$ cat src/rtl/period_meter_pkg.sv
// period_meter_pkg: shared state encoding and default width for the period meter
package period_meter_pkg;
   typedef enum logic [1:0] {IDLE = 2'd0, ARM = 2'd1, MEASURE = 2'd2, HOLD = 2'd3} state_t;
   localparam int DEFAULT_WIDTH = 24;
endpackage

$ cat src/rtl/period_meter_sync_edge.sv
// sync_edge: multi-flop synchroniser with single-cycle rising-edge pulse
module sync_edge #(
   parameter int STAGES = 2
) (
   input  logic clk,
   input  logic reset,
   input  logic d,
   output logic rise
);
   logic [STAGES-1:0] sync;
   logic              prev;
   always_ff @(posedge clk or negedge reset)
      if (!reset) begin
         sync <= '0;
         prev <= 1'b0;
      end else begin
         sync <= {sync[STAGES-2:0], d};
         prev <= sync[STAGES-1];
      end
   assign rise = sync[STAGES-1] & ~prev;
endmodule

$ cat src/rtl/period_meter.sv
// period_meter: counts cei ticks between two rising edges of sig_in, result on valid/ack
module period_meter
   import period_meter_pkg::*;
#(
   parameter int WIDTH       = DEFAULT_WIDTH,
   parameter int SYNC_STAGES = 2
) (
   input  logic             clk,
   input  logic             reset,
   input  logic             cei,
   input  logic             sig_in,
   input  logic             start,
   output logic [WIDTH-1:0] period,
   output logic             overflow,
   output logic             valid,
   input  logic             ack,
   output logic             busy
);
   state_t           state;
   logic [WIDTH-1:0] count;
   logic             sat_flag;
   logic             rise;
   logic             full;
   sync_edge #(.STAGES(SYNC_STAGES)) u_sync (
      .clk   (clk),
      .reset (reset),
      .d     (sig_in),
      .rise  (rise)
   );
   assign full = count == '1;
   assign busy = state != IDLE;
   always_ff @(posedge clk or negedge reset)
      if (!reset) begin
         state    <= IDLE;
         count    <= '0;
         sat_flag <= 1'b0;
         period   <= '0;
         overflow <= 1'b0;
         valid    <= 1'b0;
      end else begin
         case (state)
            IDLE: if (start) state <= ARM;
            ARM: if (rise) begin
               state    <= MEASURE;
               count    <= '0;
               sat_flag <= 1'b0;
            end
            MEASURE: if (rise) begin
               period   <= (cei && !full) ? count + 1'b1 : count;
               overflow <= sat_flag | (cei & full);
               valid    <= 1'b1;
               state    <= HOLD;
            end else if (cei) begin
               if (full) sat_flag <= 1'b1;
               else count <= count + 1'b1;
            end
            HOLD: if (ack) begin
               valid <= 1'b0;
               state <= IDLE;
            end
         endcase
      end
endmodule

$ cat config.mk
export PLATFORM = sky130hd
export DESIGN_NAME = period_meter
export DESIGN_NICKNAME = d
export VERILOG_FILES = /design/src/rtl/period_meter_pkg.sv /design/src/rtl/period_meter_sync_edge.sv /design/src/rtl/period_meter.sv
export SDC_FILE = /design/constraint.sdc
export NUM_CORES = 1
export LEC_CHECK = 0
export CORE_ASPECT_RATIO = 2
export CORE_UTILIZATION = 55
export CTS_CLUSTER_DIAMETER = 60
export DETAILED_ROUTE_END_ITERATION = 16
export PLACE_DENSITY = 0.81
export SLEW_MARGIN = 5
export SYNTH_ARGS = -nofsm -noshare
export SYNTH_HDL_FRONTEND = slang
export SYNTH_SLANG_ARGS = --single-unit
$ cat constraint.sdc
create_clock -name clk -period 4.5 [get_ports clk]
set_input_delay 0.675 -clock clk [delete_from_list [all_inputs] [get_ports clk]]
set_output_delay 0.675 -clock clk [all_outputs]
set_load 0.03 [all_outputs]
# Word-level counts from Yosys, hierarchy flattened
# Cells that the tools add are included.
dict set report word_totals {
  register_bits 56
  out_inout_bits 27
}
dict set report classes {
  mux 19
  n_eq_ne 12
  n_addsub 1
  n_bitwise 4
  reduce_logical 11
}
# operator count
set ops {}
lappend ops {{24-bit two-way mux} 5}
lappend ops {{24-bit case mux with 2 select lines} 1}
lappend ops {{24-bit by 1-bit adder with 24-bit output (second input constant)} 1}
lappend ops {{24-bit equality test (second input constant)} 1}
lappend ops {{2-bit != test (second input constant)} 8}
lappend ops {{5-bit AND reduction} 2}
lappend ops {{2-bit two-way mux} 4}
lappend ops {{2-bit case mux with 4 select lines} 1}
lappend ops {{1-bit two-way mux} 6}
lappend ops {{2-bit nonzero test} 3}
lappend ops {{2-bit equality test (second input constant)} 2}
lappend ops {{1-bit case mux with 2 select lines} 2}
lappend ops {{4-bit AND reduction} 1}
lappend ops {{3-bit AND reduction} 1}
lappend ops {{1-bit AND} 2}
lappend ops {{2-bit by 1-bit equality test with 1-bit output (second input constant)} 1}
lappend ops {{2-bit zero test} 1}
lappend ops {{2-bit AND reduction} 1}
lappend ops {{1-bit logical AND} 1}
lappend ops {{1-bit zero test} 1}
lappend ops {{1-bit inverter} 1}
lappend ops {{1-bit OR} 1}

# Logic depth before layout (Yosys ltp)
dict set report logic_depth {
  depth_word 5
  depth_mapped 9
}

# Hierarchy
# Synthesis repeated with hierarchy kept, for this count alone.
dict set report unflattened {
  cells_unflattened 355
  hier_area_um2 3337.0
}
# mod area_each_um2 n_inst seq_area_each_um2 cells_per_inst
set modules_own_cells {}
lappend modules_own_cells {period_meter 3248.1 1 1326.3 351}
lappend modules_own_cells {sync_edge 88.8 1 75.1 4}

# Least setup slack after synthesis
# OpenSTA, ideal clock, no wires.
dict set report synth_path {
  path_kind {register to register}
  startpoint {register state[0]}
  endpoint {register period[19]}
  setup_slack_ps 2480
  arrival_ps 1933
  n_path_buf 1
  stages_incl_launch_ff 8
  path_cell_list {dfrtp_1 -> inv_1 -> ha_1 -> clkbuf_1 -> nand3b_1 -> or4_1 -> mux2_2 -> o211ai_1}
}
dict set report synth_between {
  elab_chain_len 2
}
# element line
set synth_lines {}
lappend synth_lines {{start: declaration} period_meter.sv:19} ;# state_t state;
lappend synth_lines {{start signal: assignment} period_meter.sv:34} ;# state <= IDLE;
lappend synth_lines {{start signal: assignment} period_meter.sv:42} ;# IDLE: if (start) state <= ARM;
lappend synth_lines {{start signal: assignment} period_meter.sv:44} ;# state <= MEASURE;
lappend synth_lines {{2-bit equality test} period_meter.sv:41} ;# case (state)
lappend synth_lines {{2-bit AND reduction (no source line)} -}
lappend synth_lines {{end signal: assignment} period_meter.sv:49} ;# period <= (cei && !full) ? count + 1'b1 : count;
lappend synth_lines {{end: declaration} period_meter.sv:13} ;# output logic [WIDTH-1:0] period,
# Every way passes these cells.
# A chain may end at the register's enable or synchronous reset.

# Worst setup path in the final report
dict set report layout_path {
  startpoint {input port cei}
  endpoint {register count[7]}
}
dict set report layout_between {
  elab_chain_len 2
}
# element line
set layout_lines {}
lappend layout_lines {{start: declaration} period_meter.sv:10} ;# input logic cei,
lappend layout_lines {{2-bit != test (no source line)} -}
lappend layout_lines {{5-bit AND reduction (no source line)} -}
lappend layout_lines {{end signal: assignment} period_meter.sv:55} ;# else count <= count + 1'b1;
lappend layout_lines {{end: declaration} period_meter.sv:20} ;# logic [WIDTH-1:0] count;
# Every way passes these cells.

==> flow_metrics.tcl <==
set metrics [dict create \
    synth-edff-count 0 \
    die_w_um 55.7 \
    p_leak_nw 1.45 \
    worstSkewPairLatency_ps 320 \
    p_per_area_mw_per_mm2 457 \
    min_path_type "input pin to asynchronous set/reset pin" \
    synth_top_area_cell "dfrtp_1" \
    synth_nets 344 \
    crit_path_start_kind "input pin" \
    first_global_vias 2441 \
    power_switching_mw 0.633 \
    viasPerCell 6.43 \
    postSynth.asyncResetShare_pct 100 \
    hpwl_um 4800 \
    grt_max_degree 46 \
    start_util_pct 58.0 \
    rsz0062_at_grt "no" \
    path_max_fanout 45 \
    numCtsBuffers 5 \
    finalCritPeriodShare_pct 64.0 \
    overflow 0 \
    rrSetupSlack_ps 1840 \
    drtIter0Drc 86 \
    gp_congestion 0.856 \
    worst_pin_slew_ps 1040 \
    status "complete, no violations" \
    critical_path_class "input pin to flop" \
    cts_tree "built" \
    grt_use_total_pct 23.9 \
    num_antenna_cells 0 \
    switching_share_pct 39.1 \
    clockBufferDepth 2 \
    antenna_found_initial 0 \
    synth.top_cell.area_share_pct 44.2 \
    finalSetupViolCount 0 \
    area_delta_synth_final_pct 11.5 \
    final_util_pct 64.7 \
    wirelength_um 6960 \
    fin_setup_tns_ps 0 \
    comb_power_share_pct 40.2 \
    firstDrtPassIters 4 \
    cts_resized 0 \
    wl_per_cell_um 17.0 \
    skew_ps 3.85 \
    final_common_cell "dfrtp_1" \
    vdd_drop_max_v 0.000387 \
    final_cell_mix "56 x dfrtp_1, 34 x nand2_1, 31 x clkdlybuf4s50_1" \
    yosysSeqAreaShare_pct 44.2 \
    port_buffers 32 \
    io_pins 33 \
    hold_ws_ps 310 \
    cts_htree_levels 2 \
    core_region_area_sq_mm 0.00547 \
    ys_warn_count 0 \
    fin_crit_ps 2880 \
    arrival_ps 3120 \
    r2r-start "count[1]" \
    syn_area_per_cell_sq_um 9.56 \
    nNetsFinal 360 \
    clock_sink_count 56 \
    grt_pass1_wl_um 11300 \
    maxSlewViolCount 0 \
    crit_required_ps 4740 \
    clkTransAtPathRegs_ps 90 \
    synth_area_leaders "dfrtp_1 44%, a31oi_1 5.9%, nand2_1 4.0%" \
    p_clk_share_pct 18.0 \
    fmax_mhz 347 \
    drc 0 \
    postCtsSetupRepairBufs 0 \
    yosysUniqueCellTypes 50 \
    drive_gt1_share_pct 10.3 \
    cts_root_buffer "clkbuf_8" \
    worstSetupEndpointType "flop" \
    die_h_um 109 \
    seqPwrFrac_pct 41.8 \
    maxSlewHeadroom_pct 30.9 \
    synth_seq_cells 56 \
    synth_area_sq_mm 0.00317 \
    postCtsHoldBufs 0 \
    critPathLaunch "cei" \
    rows 38 \
    hold_viol_final 0 \
    num_vias 2631 \
    dieArea_sq_mm 0.00610 \
    antenna_left 0 \
    synthFlopType "dfrtp_1" \
    p_int_mw 0.984 \
    drv_cap 0 \
    syn_inst 332 \
]
[area by class of cell]
type                            instances  area [sq um]
Clock buffer                            8          90.1
Fill cell                             453          1930
Inverter                                7          26.3
Multi-Input combinational cell        244          1620
Sequential cell                        56          1400
Tap cell                               60          75.1
Timing Repair Buffer                   34           330
[registers in the layout, indices dropped and copies added, names as in the netlist]
register     cells
u_sync.sync      2
sat_flag         1
state            2
count           24
valid            1
period          24
u_sync.prev      1
overflow         1
[layer usage]
metal	GRT usage, %	part of all wire [%]	wire length [um]	up-vias
met5	0	0	0	-
met4	14.8	4.5	313	0
met3	3.53	3.4	240	22
met2	41.1	52	3600	73
met1	27.7	40	2810	1288
li1	-	-	-	1248
[metrics by stage]
step | power [mW] | instances | setup slack (ps) | area [sq um]
after global routing | 1.70 | 409 | 1410 | 3540
after global placement | 1.32 | 401 | 1430 | 3450
after CTS | 1.63 | 409 | 1650 | 3540
after detailed placement | 1.34 | 401 | 1320 | 3450
after floorplan | 1.10 | 332 | 2480 | 3170
final | 1.62 | 409 | 1620 | 3540
[final timing paths]
check                                 end  depth (start not counted)
setup / recovery                 count[7]                          5
hold / removal                  period[4]                          1
setup reg to reg                 count[4]                          6
hold reg to reg            u_sync.sync[1]                          0
max in group asynchronous      period[13]                          2
min in group clk           u_sync.sync[1]                          0
[cells in the mapped netlist, types with 6 or more instances]
library cell  count
a31oi_1          30
dfrtp_1          56
nor2_1           14
buf_2            11
nand3_1           8
xnor2_1           7
o21ai_0          21
inv_1             7
nand2_1          34
clkbuf_1          7
nand2b_1          9
ha_1              6
nand4_1           7
and3_1            9
nor3_1            6
a21oi_1          18
o211ai_1         11
mux2_2            8
[cell families (layout without fill, tap and decap cells)]
kind of cell	Yosys count	after routing	synth area share [%]
muxes	13	13	4.42
AOI/OAI and AO/OA	97	97	19.2
adders and majority gates	6	6	2.37
DFF	56	56	44.2
and+or+nand+nor	116	116	21.5
buffers and inverters	32	49	5.05
xor gates and xnor gates	12	12	3.31
[worst max-delay path, cell delays in order]
cell,delay [ps]
clkdlybuf4s50_1,910
nand4b_1,220
o21ba_2,880
o21ai_0,210
a31oi_1,200
[power by group through the flow]
stage	clock, mW	sequential [mW]	combinational [mW]
after floorplan	0	0.821	0.277
after global placement	0	0.681	0.637
after detailed placement	0	0.686	0.653
after CTS	0.296	0.677	0.656
after global routing	0.306	0.689	0.702
final	0.292	0.676	0.650
No activity file was read; power rests on OpenSTA's default activity.
